$ cat src/rtl/float_div_iter.sv
// Multi-cycle restoring float divider S = A / B, one quotient bit per clock, valid/ready in, done pulse out.
// Optional FDIV_ROUND_NEAREST_EN selects round-to-nearest-even; otherwise the quotient is truncated.
module float_div_iter #(
  parameter int EXP_W = 8,
  parameter int MAN_W = 23
) (
  input  logic                   clk,
  input  logic                   rst_n,
  input  logic                   in_valid,
  output logic                   in_ready,
  input  logic [EXP_W+MAN_W:0]   A,
  input  logic [EXP_W+MAN_W:0]   B,
  output logic                   done,
  output logic [EXP_W+MAN_W:0]   S,
  output logic                   overflow,
  output logic                   underflow,
  output logic                   ERR
);
  localparam int W  = 1 + EXP_W + MAN_W;
  localparam int EW = EXP_W + 2;
  localparam int CW = $clog2(MAN_W + 3);
  localparam logic [EW-1:0] BIAS = EW'((1 << (EXP_W - 1)) - 1);
  localparam logic [EW-1:0] EMAX = EW'((1 << EXP_W) - 1);
  localparam logic [CW-1:0] LAST = CW'(MAN_W + 1);
  localparam logic [W-1:0]  QNAN = {1'b0, {EXP_W{1'b1}}, 1'b1, {(MAN_W-1){1'b0}}};

  typedef enum logic [1:0] {IDLE, CALC, PACK} state_t;
  state_t r_state;

  logic [MAN_W+1:0] r_rem;
  logic [MAN_W:0]   r_mb;
  logic [MAN_W:0]   r_q;
  logic [EW-1:0]    r_e;
  logic [CW-1:0]    r_cnt;
  logic             r_sign;
  logic             r_spec;
  logic             r_spec_err;
  logic [W-1:0]     r_spec_s;

  // operand decode
  logic             w_sa, w_sb, w_sign;
  logic [EXP_W-1:0] w_ea, w_eb;
  logic [MAN_W-1:0] w_fa, w_fb;
  logic             w_a_nan, w_b_nan, w_a_inf, w_b_inf, w_a_zero, w_b_zero;

  assign w_sa     = A[W-1];
  assign w_sb     = B[W-1];
  assign w_ea     = A[W-2:MAN_W];
  assign w_eb     = B[W-2:MAN_W];
  assign w_fa     = A[MAN_W-1:0];
  assign w_fb     = B[MAN_W-1:0];
  assign w_sign   = w_sa ^ w_sb;
  assign w_a_nan  = (&w_ea) & (|w_fa);
  assign w_b_nan  = (&w_eb) & (|w_fb);
  assign w_a_inf  = (&w_ea) & ~(|w_fa);
  assign w_b_inf  = (&w_eb) & ~(|w_fb);
  assign w_a_zero = ~(|w_ea);
  assign w_b_zero = ~(|w_eb);

  logic         w_spec, w_spec_err;
  logic [W-1:0] w_spec_s;

  always_comb begin
    w_spec     = 1'b1;
    w_spec_err = 1'b0;
    w_spec_s   = {w_sign, {(EXP_W+MAN_W){1'b0}}};
    if (w_a_nan | w_b_nan | (w_a_zero & w_b_zero) | (w_a_inf & w_b_inf)) begin
      w_spec_s   = QNAN;
      w_spec_err = 1'b1;
    end else if (w_b_zero & ~w_a_inf) begin
      w_spec_s   = {w_sign, {EXP_W{1'b1}}, {MAN_W{1'b0}}};
      w_spec_err = 1'b1;
    end else if (w_a_inf) begin
      w_spec_s   = {w_sign, {EXP_W{1'b1}}, {MAN_W{1'b0}}};
    end else if (w_a_zero | w_b_inf) begin
      w_spec_s   = {w_sign, {(EXP_W+MAN_W){1'b0}}};
    end else begin
      w_spec     = 1'b0;
    end
  end

  // pre-normalise so the quotient lands in [1,2)
  logic [MAN_W:0]   w_ma, w_mb;
  logic             w_lt;
  logic [EW-1:0]    w_e0;
  logic [MAN_W+1:0] w_rem0;

  assign w_ma   = {1'b1, w_fa};
  assign w_mb   = {1'b1, w_fb};
  assign w_lt   = w_ma < w_mb;
  assign w_e0   = {2'b00, w_ea} - {2'b00, w_eb} + BIAS - EW'(w_lt);
  assign w_rem0 = w_lt ? {w_ma, 1'b0} : {1'b0, w_ma};

  logic             w_ge;
  logic [MAN_W+1:0] w_diff, w_rem_sel;

  assign w_ge      = r_rem >= {1'b0, r_mb};
  assign w_diff    = r_rem - {1'b0, r_mb};
  assign w_rem_sel = w_ge ? w_diff : r_rem;

  // r_q holds {frac, guard}; the hidden bit has shifted out by PACK
  logic [MAN_W-1:0] w_frac;
  logic             w_guard, w_sticky, w_rnd;
  logic [MAN_W:0]   w_mant;
  logic [EW-1:0]    w_ef;
  logic             w_ovf, w_unf;

  assign w_frac   = r_q[MAN_W:1];
  assign w_guard  = r_q[0];
  assign w_sticky = |r_rem;
`ifdef FDIV_ROUND_NEAREST_EN
  assign w_rnd    = w_guard & (w_sticky | w_frac[0]);
`else
  assign w_rnd    = 1'b0 & w_guard & w_sticky;
`endif
  assign w_mant   = {1'b0, w_frac} + (MAN_W+1)'(w_rnd);
  assign w_ef     = r_e + EW'(w_mant[MAN_W]);
  assign w_ovf    = $signed(w_ef) >= $signed(EMAX);
  assign w_unf    = w_ef[EW-1] | (w_ef == '0);

  assign in_ready = (r_state == IDLE);

  always_ff @(posedge clk) begin
    if (!rst_n) begin
      r_state   <= IDLE;
      done      <= 1'b0;
      S         <= '0;
      overflow  <= 1'b0;
      underflow <= 1'b0;
      ERR       <= 1'b0;
    end else begin
      done <= 1'b0;
      case (r_state)
        IDLE: if (in_valid) begin
          r_sign     <= w_sign;
          r_spec     <= w_spec;
          r_spec_err <= w_spec_err;
          r_spec_s   <= w_spec_s;
          r_mb       <= w_mb;
          r_rem      <= w_rem0;
          r_e        <= w_e0;
          r_q        <= '0;
          r_cnt      <= '0;
          r_state    <= w_spec ? PACK : CALC;
        end
        CALC: begin
          r_q   <= {r_q[MAN_W-1:0], w_ge};
          r_rem <= w_rem_sel << 1;
          r_cnt <= r_cnt + 1'b1;
          if (r_cnt == LAST) r_state <= PACK;
        end
        PACK: begin
          done    <= 1'b1;
          r_state <= IDLE;
          if (r_spec) begin
            S         <= r_spec_s;
            ERR       <= r_spec_err;
            overflow  <= 1'b0;
            underflow <= 1'b0;
          end else begin
            ERR       <= 1'b0;
            overflow  <= w_ovf;
            underflow <= ~w_ovf & w_unf;
            if (w_ovf)      S <= {r_sign, {EXP_W{1'b1}}, {MAN_W{1'b0}}};
            else if (w_unf) S <= {r_sign, {(EXP_W+MAN_W){1'b0}}};
            else            S <= {r_sign, w_ef[EXP_W-1:0], w_mant[MAN_W-1:0]};
          end
        end
        default: r_state <= IDLE;
      endcase
    end
  end
endmodule

$ cat config.mk
export PLATFORM = sky130hd
export DESIGN_NAME = float_div_iter
export DESIGN_NICKNAME = d
export VERILOG_FILES = /design/src/rtl/float_div_iter.sv
export SDC_FILE = /design/constraint.sdc
export NUM_CORES = 1
export LEC_CHECK = 0
export BUFFER_PORTS_ARGS = -buffer_cell sky130_fd_sc_hd__buf_4
export CORE_MARGIN = 1
export CORE_UTILIZATION = 38
export CTS_CLUSTER_DIAMETER = 100
export DETAILED_ROUTE_END_ITERATION = 8
export PLACE_DENSITY_LB_ADDON = 0.12
export SYNTH_ARGS = -nofsm -noshare
export SYNTH_HDL_FRONTEND = slang
export SYNTH_SLANG_ARGS = --single-unit
$ cat constraint.sdc
create_clock -name clk -period 14.9 [get_ports clk]
set_clock_uncertainty 0.05 [all_clocks]
set_input_delay 2.235 -clock clk [delete_from_list [all_inputs] [get_ports clk]]
set_output_delay 2.235 -clock clk [all_outputs]
set_load 0.02 [all_outputs]
==> results.md, run 1 <==
- Area grow syn2layout: 19.7%
- Hold buffer count at cts: 0
- Initial antenna violation count: 0
- Layout cells sized above 1: 0.221
- CTS tree: done
- Setup bufs post-CTS: 0
- Worst EP arrival: 5.58 ns
- Critical Path Sink Type: flop
- Worst-case clock buffer depth: 2
- Most frequent cells in the layout: buf_4, edfxtp_1, inv_1
- Die Area: 21800 µm²
- Final Slew Violations: 0
- Post-Route WL: 19.4 mm
- PortBufs: 103
- Drt first-iter violations: 378
- Share of the synthesized area in the top cell type: 0.346
- Core ar.: 20600 µm²
- Die H: 148 µm
- GP Congestion: 0.872
- Fin area: 9660 µm²
- Cell Area, Placed: 9080 µm²
- Status: finished clean
- Final Hold Viols: 0
- Peak supply drop: 0.0633 mV
- ANT nets after route: 0
- Leak Pwr: 4.10 nW
- Startpoint types: primary input
- Mapped cell area: 8070 µm²
- Synth async-reset ratio: 0
- Post-synth top flop: edfxtp_1
- # diodes: 0
- RSZ-0062 raised after global routing: false
- Dominant cell type by area after synthesis: edfxtp_1
- Drt first pass iters: 5
- Register bit count reported by yosys: 131
- Maximum operating frequency: 187 MHz
- Final HPWL DP: 14.4 mm
- Initial Utilization: 0.393
- Final setup violation count: 0
- Worst Setup Path Type: primary input to flop
- Post-route minimum period: 5.36 ns
- Largest net degree at the start of global routing: 47
- EDFF count, synth: 93
- Post-synthesis average cell area: 10.5 µm²
- Root buf cell: clkbuf_16
- Nets: 1005
- Maxcap violations: 0
- CTS HTree Levels: 4
- Die Wd: 148 µm
- Vias in the first global route: 5866
- Row Count: 52
- Syn nets: 903
- Drt drc: 0
- Tcrit/Tclk final: 0.360
- Clk_lat worst skew: 0.43 ns
- Cts bufs inserted: 17
- P per Cell Area: 115 nW/µm²
- GR Overflow Total: 0
- Via-to-Cell Ratio: 5.23
- First-pass GRT wire length: 30.7 mm
- Fillers: 1975
- Total track usage: 0.183
- Worst Tran Pin Value: 1.03 ns
- Synth warn: 0
- DR WL/cell: 16.8 µm
- Post-cts resize count: 0
- Synth Instances: 770
- Crit path max fanout: 4
- CTS clk-pin slew, worst paths: 0.07 ns
- Top cells by area, synth: edfxtp_1, ha_1, dfxtp_1, inv_1, a22oi_1
- CP required: 15.12 ns
- Rel. slew slack: 0.313
- Fin Setup TNS: 0 ns
- Sequential share of the synthesized area: 0.440
- Worst Hold Class: flop to flop
- Io pins: 104
- Via count: 6043
- Clock sinks: 131
- Most common cell after layout, fill and taps aside: buf_4
- Synth cell types: 66
synthesized netlist by cell type (17+ instances only):
library cell,n
edfxtp_1,93
inv_1,78
ha_1,63
a21oi_1,46
dfxtp_1,38
nand2_1,37
nor2_1,36
a22oi_1,32
nor2b_1,30
and2_1,29
xnor2_1,25
mux2i_1,20
nor4_1,17
worst max-delay path: stages:
cell and delay (ns):
buf_4 0.13, ha_1 0.31, a21o_1 0.20, nand3_2 0.09, a21oi_2 0.08, a2111oi_4 0.32
a21oi_1 0.10, o32a_1 0.39, ha_1 0.20, ha_1 0.21, fa_1 0.40, a21oi_1 0.16
nor2_1 0.05, nor2_1 0.16, o21bai_1 0.08, a21oi_1 0.23, nor2b_1 0.08, nor3b_1 0.17
flip-flops by register name, summed over array words and instances, names as in the netlist, 2 cells and up:
register,cells
S,32
r_cnt,5
r_e,10
r_mb,23
r_q,24
r_rem,25
r_spec_s,3
r_state,2
area by class of cell:
cell class | count | area [µm²] | share of cell area
flip-flops and latches | 131 | 3550 | 0.368
clock buffers | 17 | 425 | 0.0440
repair buffers | 109 | 818 | 0.0847
well taps | 270 | 338 | 0.0350
inverters | 78 | 293 | 0.0303
multi-input cells | 535 | 4080 | 0.422
clock inverters | 15 | 153 | 0.0158
routing by layer:
layer  track usage  up-vias  routed length [µm]
li1              -     2992                   -
met1         0.262     2897                9580
met2         0.281      140                8570
met3        0.0386       14                1030
met4        0.0448        0                 189
met5             0        -                   0
cell families (layout without fill, tap and decap cells):
family | Yosys count | count (layout) | synth area share
simple gates | 214 | 214 | 0.144
compound gates | 178 | 178 | 0.155
flops | 131 | 131 | 0.440
buf+inv | 104 | 219 | 0.0555
fa+ha+maj | 66 | 66 | 0.105
mux | 42 | 42 | 0.0620
xor+xnor | 35 | 35 | 0.0380
report_power, final:
part	internal, mW	switching (mW)	total, mW
Clock	0.224	0.190	0.414
Sequential	0.426	0.0138	0.440
Combinational	0.115	0.141	0.256
Total	0.765	0.345	1.11
per-stage QoR:
step                setup WS (ns)  power (mW)  hold WS [ns]  instances   util
floorplan                    7.77       0.637         0.435        770      -
global route                 9.25        1.16         0.441       1155  0.470
CTS                          9.52        1.12         0.420       1155  0.470
finish                       9.54        1.11         0.416       1155  0.470
global placement             9.13       0.700         0.411       1123  0.442
detailed placement           9.08       0.703         0.410       1123  0.442
worst paths after layout:
path / start / end / slack (ns) / cells past startpoint
setup / recovery: A[9] / r_e[9]$_DFFE_PP_ / 9.54 / 18
hold / removal: overflow$_SDFFE_PN0P_ / overflow$_SDFFE_PN0P_ / 0.42 / 2
setup reg to reg: r_rem[22]$_DFFE_PP_ / r_rem[2]$_DFFE_PP_ / 11.54 / 9
hold reg to reg: overflow$_SDFFE_PN0P_ / overflow$_SDFFE_PN0P_ / 0.42 / 2
No activity file was read; power rests on OpenSTA's default activity.
==> run 2, diff against run 1 <==
--- a/config.mk
+++ b/config.mk
@@ -5,6 +5,7 @@
 export SDC_FILE = /design/constraint.sdc
 export NUM_CORES = 1
 export LEC_CHECK = 0
+export ABC_AREA = 1
 export BUFFER_PORTS_ARGS = -buffer_cell sky130_fd_sc_hd__buf_4
 export CORE_MARGIN = 1
 export CORE_UTILIZATION = 38
==> constraint.sdc (replaced) <==
create_clock -name clk -period 4.7 [get_ports clk]
set_clock_uncertainty 0.05 [all_clocks]
set_input_delay 0.705 -clock clk [delete_from_list [all_inputs] [get_ports clk]]
set_output_delay 0.705 -clock clk [all_outputs]
set_load 0.02 [all_outputs]
==> results.md, run 2 <==
- Post-synth top flop: edfxtp_1
- Tcrit/Tclk final: 0.835
- Post-cts resize count: 0 (unchanged)
- Synth warn: 0 (unchanged)
- Peak supply drop: 0.174 mV (+170%)
- Via count: 7655 (+27%)
- Final setup violation count: 0 (unchanged)
- Crit path max fanout: 24 (+20)
- Final Slew Violations: 0 (unchanged)
- Clk_lat worst skew: 0.43 ns (about the same)
- Die Area: 23800 µm² (+9.2%)
- Post-Route WL: 21.7 mm (+12%)
- Syn nets: 1308 (+45%)
- RSZ-0062 raised after global routing: false
- Net Sw Frac: 0.334 (+0.0232)
- Most frequent cell after synthesis: nand2_1
- Most frequent cells in the layout: nand2_1, inv_1, nand3_1
- Worst Setup Path Type: primary input to flop
- Die Wd: 154 µm (+4.5%)
- Vias in the first global route: 7224 (+23%)
- DR WL/cell: 13.8 µm (-18%)
- Status: finished clean
- Reg power frac: 0.383 (-0.013)
- Post-route minimum period: 3.93 ns
- Final HPWL DP: 16.9 mm (+17%)
- GP Congestion: 0.878 (+0.78%)
- Initial antenna violation count: 0 (unchanged)
- Reg-to-reg setup timing slack: 1.87 ns (-9.67 ns)
- Max reg flops: 32 (unchanged)
- Synth top cells by count: nand2_1, inv_1, nand3_1
- Synth cell types: 40 (-39%)
- Worst-case clock buffer depth: 2 (unchanged)
- Drt first pass iters: 4 (-1)
- Mapped cell area: 8820 µm² (+9.3%)
- Startpoint types: primary input
- Leak Pwr: 5.07 nW (+23%)
- Row Count: 55 (+5.8%)
- P per Cell Area: 346 nW/µm² (+200%)
- Drt first-iter violations: 358 (-5.3%)
- Drt drc: 0 (unchanged)
- Synth Instances: 1175 (+53%)
- Io pins: 104 (unchanged)
- Top reg by flops: S
- Hold buffer count at cts: 0 (unchanged)
- Fillers: 2314 (+17%)
- Cts bufs inserted: 17 (unchanged)
- ANT nets after route: 0 (unchanged)
- Post-layout util: 0.463 (-0.00663)
- Final Hold Viols: 0 (unchanged)
- EDFF count, synth: 93 (unchanged)
- Post-synthesis average cell area: 7.51 µm² (-28%)
- Clock power frac: 0.368 (-0.005)
- Total track usage: 0.190 (+0.00744)
- Clock sinks: 131 (unchanged)
- GR Overflow Total: 0 (unchanged)
- # diodes: 0 (unchanged)
- Combinational Power Share: 0.249 (+0.019)
- Nets: 1405 (+40%)
- CTS clk-pin slew, worst paths: 0.07 ns (about the same)
- Largest net degree at the start of global routing: 53 (+13%)
- Rel. slew slack: 0.412 (+0.0992)
- First-pass GRT wire length: 36.0 mm (+17%)
- Core ar.: 22700 µm² (+10%)
- Top Registers: S (32), r_rem (25), r_q (24)
- Fin Setup TNS: 0 ns (unchanged)
- CTS tree: done
- Worst Hold Class: primary input to flop
- Initial Utilization: 0.388 (-0.00410)
- Register bit count reported by yosys: 131 (unchanged)
- PortBufs: 103 (unchanged)
- Top cells by area, synth: edfxtp_1, nand2_1, ha_1, dfxtp_1, inv_1
- Sequential share of the synthesized area: 0.403 (-0.0375)
- CTS HTree Levels: 4 (unchanged)
- Worst EP arrival: 4.05 ns (-1.53 ns)
- Area grow syn2layout: 19.3%
- Root buf cell: clkbuf_16
- Internal power: 2.43 mW (+220%)
- Synth async-reset ratio: 0 (unchanged)
- Worst Tran Pin Value: 0.881 ns (-0.149 ns)
- P_sw: 1.22 mW (+250%)
- Die H: 154 µm (+4.5%)
- Dominant cell type by area after synthesis: edfxtp_1
- Critical Path Sink Type: flop
- Via-to-Cell Ratio: 4.88 (-6.8%)
- Layout cells sized above 1: 0.135 (-0.0868)
- Setup bufs post-CTS: 0 (unchanged)
- Most common cell after layout, fill and taps aside: nand2_1
- Share of the synthesized area in the top cell type: 0.317 (-0.0294)
- CP required: 4.83 ns (-10.29 ns)
- Maxcap violations: 0 (unchanged)
- Maximum operating frequency: 255 MHz
[run 2: through the flow]
step	area, µm²	power (mW)	worst slack [ns]	std cells	hold WS, ns
final	10500	3.64	0.775	1570	0.408
after CTS	10500	3.68	0.775	1570	0.393
after global placement	9910	2.32	0.412	1538	0.404
after floorplan	8820	2.07	0.637	1175	0.425
after global routing	10500	3.86	0.451	1570	0.400
after detailed placement	9910	2.33	0.321	1538	0.406
[run 2: final cells by class]
cell class	instances	area (µm²)	share of cell area
repair buffers	111	846	0.0804
inverters	196	736	0.0699
multi-input cells	815	4420	0.420
well taps	285	357	0.0339
clock inverters	14	156	0.0149
clock buffers	18	450	0.0428
flip-flops and latches	131	3550	0.338
[run 2: power by group through the flow]
stage | Combinational (mW) | Clock [mW] | Sequential, mW
after floorplan | 0.655 | 0 | 1.42
after detailed placement | 0.910 | 0 | 1.42
after global placement | 0.906 | 0 | 1.42
after CTS | 0.914 | 1.37 | 1.39
after global routing | 1.04 | 1.41 | 1.40
final | 0.908 | 1.34 | 1.39
[run 2: layer usage]
layer	GRT usage	vias up	share of wire
met3	0.0303	17	0.035
li1	-	4036	-
met4	0.0490	0	0.012
met1	0.271	3461	0.52
met5	0	-	0
met2	0.301	141	0.43
[run 2: cells by family (layout without fill, tap and decap cells)]
family,Yosys count,in the layout,synth area share
AO/OA/AOI/OAI,121,121,0.0772
XOR/XNOR,22,22,0.0218
adder cells (fa/ha/maj),66,66,0.0962
buffers and inverters,229,339,0.100
flip-flops,131,131,0.403
AND/OR/NAND/NOR,606,606,0.302
[run 2: final timing paths]
path                                     startpoint                  end  cells past startpoint
worst max-delay path                          A[22]     r_e[7]$_DFFE_PP_                     16
worst max register to register  r_rem[20]$_DFFE_PP_  r_rem[18]$_DFFE_PP_                     11
worst min register to register    S[8]$_SDFFE_PN0P_    S[8]$_SDFFE_PN0P_                      2
worst min-delay path                          B[10]   r_mb[10]$_DFFE_PP_                      1
[run 2: worst max-delay path, stage by stage]
cell and delay (ns):
buf_4 0.12, ha_1 0.31, nand3_1 0.12, nor3_1 0.08, and3_1 0.16, nand2_1 0.55
nand2_2 0.47, ha_1 0.34, ha_1 0.21, fa_1 0.41, nand3_1 0.10, nand2_1 0.08
nand2_1 0.07, nand2_1 0.05, a21oi_1 0.18, xor2_1 0.09
==> run 3, diff against run 2 <==
==> constraint.sdc (replaced) <==
create_clock -name clk -period 3.15 [get_ports clk]
set_clock_uncertainty 0.05 [all_clocks]
set_input_delay 0.4725 -clock clk [delete_from_list [all_inputs] [get_ports clk]]
set_output_delay 0.4725 -clock clk [all_outputs]
set_load 0.02 [all_outputs]
==> results.md, run 3 (synthesis results as in run 2) <==
- Fin Setup TNS: 0 ns (unchanged)
- Die Area: 23800 µm² (unchanged)
- DR WL/cell: 13.9 µm (+0.35%)
- GR Overflow Total: 0 (unchanged)
- Critical Path Sink Type: flop
- CP required: 3.27 ns (-1.56 ns)
- Area grow syn2layout: 19.3% (unchanged)
- Worst Hold Class: primary input to flop
- Drt first-iter violations: 554 (+55%)
- Peak supply drop: 0.273 mV (+57%)
- CTS tree: done
- Top reg by flops: S
- Most frequent cells in the layout: nand2_1, inv_1, nand3_1
- Maxcap violations: 0 (unchanged)
- Final HPWL DP: 17.0 mm (+0.49%)
- Setup ws final: 0.470 ns (-0.305 ns)
- Fillers: 2310 (-0.17%)
- Final Slew Violations: 0 (unchanged)
- Worst path slowest cell: fa_1
- Via-to-Cell Ratio: 4.89 (+0.21%)
- Initial antenna violation count: 0 (unchanged)
- Post-Route WL: 21.9 mm (+0.92%)
- Busiest grt layer: met2
- Drt first pass iters: 5 (+1)
- Clk_lat worst skew: 0.44 ns (about the same)
- Via count: 7715 (+0.78%)
- Max reg flops: 32 (unchanged)
- Worst slack at placement: 0.00750 ns (-0.314 ns)
- CTS HTree Levels: 4 (unchanged)
- Cell Chain, Critical Path: buf_4 -> inv_1 -> ha_1 -> a21oi_1 -> o21a_1 -> nand2_1 -> a21oi_2 -> nand2_2 -> ha_1 -> ha_1 -> fa_1 -> nand3_1 -> nand2_1 -> nand2_1 -> nand2_1 -> a21oi_2 -> xor2_1
- Post-route minimum period: 2.68 ns
- ANT nets after route: 0 (unchanged)
- Total track usage: 0.193 (+0.00293)
- Final setup violation count: 0 (unchanged)
- Worst Setup Path Type: primary input to flop
- RSZ-0062 raised after global routing: false
- Worst EP arrival: 2.80 ns (-1.25 ns)
- Clock sinks: 131 (unchanged)
- Met3 Track Usage GR: 0.0289 (-0.00140)
- Routing usage on met2: 0.291 (-0.00996)
- Top Registers: S (32), r_rem (25), r_q (24)
- GP Congestion: 0.855 (-2.7%)
- Max stage delay on crit path: 0.39 ns (-0.16 ns)
- Initial Utilization: 0.388 (unchanged)
- Cell mode on critical path: nand2_1
- Core ar.: 22700 µm² (unchanged)
- Root buf cell: clkbuf_16
- Io pins: 104 (unchanged)
- Post-cts resize count: 0 (unchanged)
- Maximum operating frequency: 373 MHz
- Nets: 1414 (+0.64%)
- First-pass GRT wire length: 36.8 mm (+2.2%)
- Final Hold Viols: 0 (unchanged)
- Leak Pwr: 5.09 nW (+0.52%)
- Worst-case clock buffer depth: 2 (unchanged)
- Tcrit/Tclk final: 0.851
- Status: finished clean
- Drt drc: 0 (unchanged)
- Row Count: 55 (unchanged)
- Crit path max fanout: 2 (-92%)
- Worst Tran Pin Value: 0.819 ns (-0.0627 ns)
- Setup bufs post-CTS: 0 (unchanged)
- Largest net degree at the start of global routing: 39 (-26%)
- P per Cell Area: 511 nW/µm² (+48%)
- Met1 global-route usage: 0.282 (+0.0119)
- Startpoint types: primary input
- Cts bufs inserted: 17 (unchanged)
- Die H: 154 µm (unchanged)
- Die Wd: 154 µm (unchanged)
- Most common cell after layout, fill and taps aside: nand2_1
- Layout cells sized above 1: 0.141 (+0.00679)
- PortBufs: 103 (unchanged)
- Rel. slew slack: 0.453 (+0.0405)
- Hold buffer count at cts: 0 (unchanged)
- # diodes: 0 (unchanged)
- CTS clk-pin slew, worst paths: 0.06 ns (about the same)
- Vias in the first global route: 7361 (+1.9%)
==> run 3: changes by cell type in the layout (fill, tap and decap cells not counted), sizes merged <==
| cell | previous run | this run |
|---|---|---|
| buf | 111 | 120 |
| inv | 204 | 210 |
| clkinv | 5 | 1 |
| clkbuf | 18 | 17 |
| clkinvlp | 1 | 0 |
==> run 3: final cells by class <==
class	count	area (µm²)	share of cell area
well taps	285	357	0.0339
multi-input cells	815	4420	0.420
clock buffers	17	425	0.0404
clock inverters	15	131	0.0125
inverters	196	736	0.0699
flip-flops and latches	131	3550	0.338
repair buffers	120	901	0.0856
==> run 3: power breakdown <==
group / internal, mW / switching (mW)
clock: 1.05 / 0.871
combinational: 0.502 / 0.873
sequential: 2.02 / 0.0615
==> run 3: worst paths after layout <==
check                                          from                   to  slack [ns]  cells after the start
worst max-delay path                          B[15]     r_e[7]$_DFFE_PP_        0.47                     17
worst min-delay path                          B[15]   r_mb[15]$_DFFE_PP_        0.19                      1
worst max register to register  r_rem[20]$_DFFE_PP_  r_rem[18]$_DFFE_PP_        0.59                     11
worst min register to register   S[12]$_SDFFE_PN0P_   S[12]$_SDFFE_PN0P_        0.41                      2
==> run 3: worst max-delay path: cells and delay by family <==
kind	cells	cell delay, ns
AND/OR/NAND/NOR	6	0.46
AO/OA/AOI/OAI	4	0.59
adder cells (fa/ha/maj)	4	1.01
buffers and inverters	2	0.19
XOR/XNOR	1	0.08
==> run 3: metrics by stage <==
step                      instance area, µm²  cells  utilization  power, mW  hold WS (ns)
after floorplan                         8830   1175            -       3.09         0.425
after CTS                              10500   1579        0.463       5.43         0.163
after global routing                   10500   1579        0.463       5.70         0.170
final                                  10500   1579        0.463       5.37         0.186
after detailed placement                9960   1547        0.439       3.49         0.406
after global placement                  9960   1547        0.439       3.48         0.403
==> run 3: per-layer routing <==
metal,vias up,wire length [µm],part of all wire
li1,4060,-,-
met5,-,0,0
met3,26,862,0.039
met2,185,9190,0.42
met4,0,362,0.017
met1,3444,11500,0.52
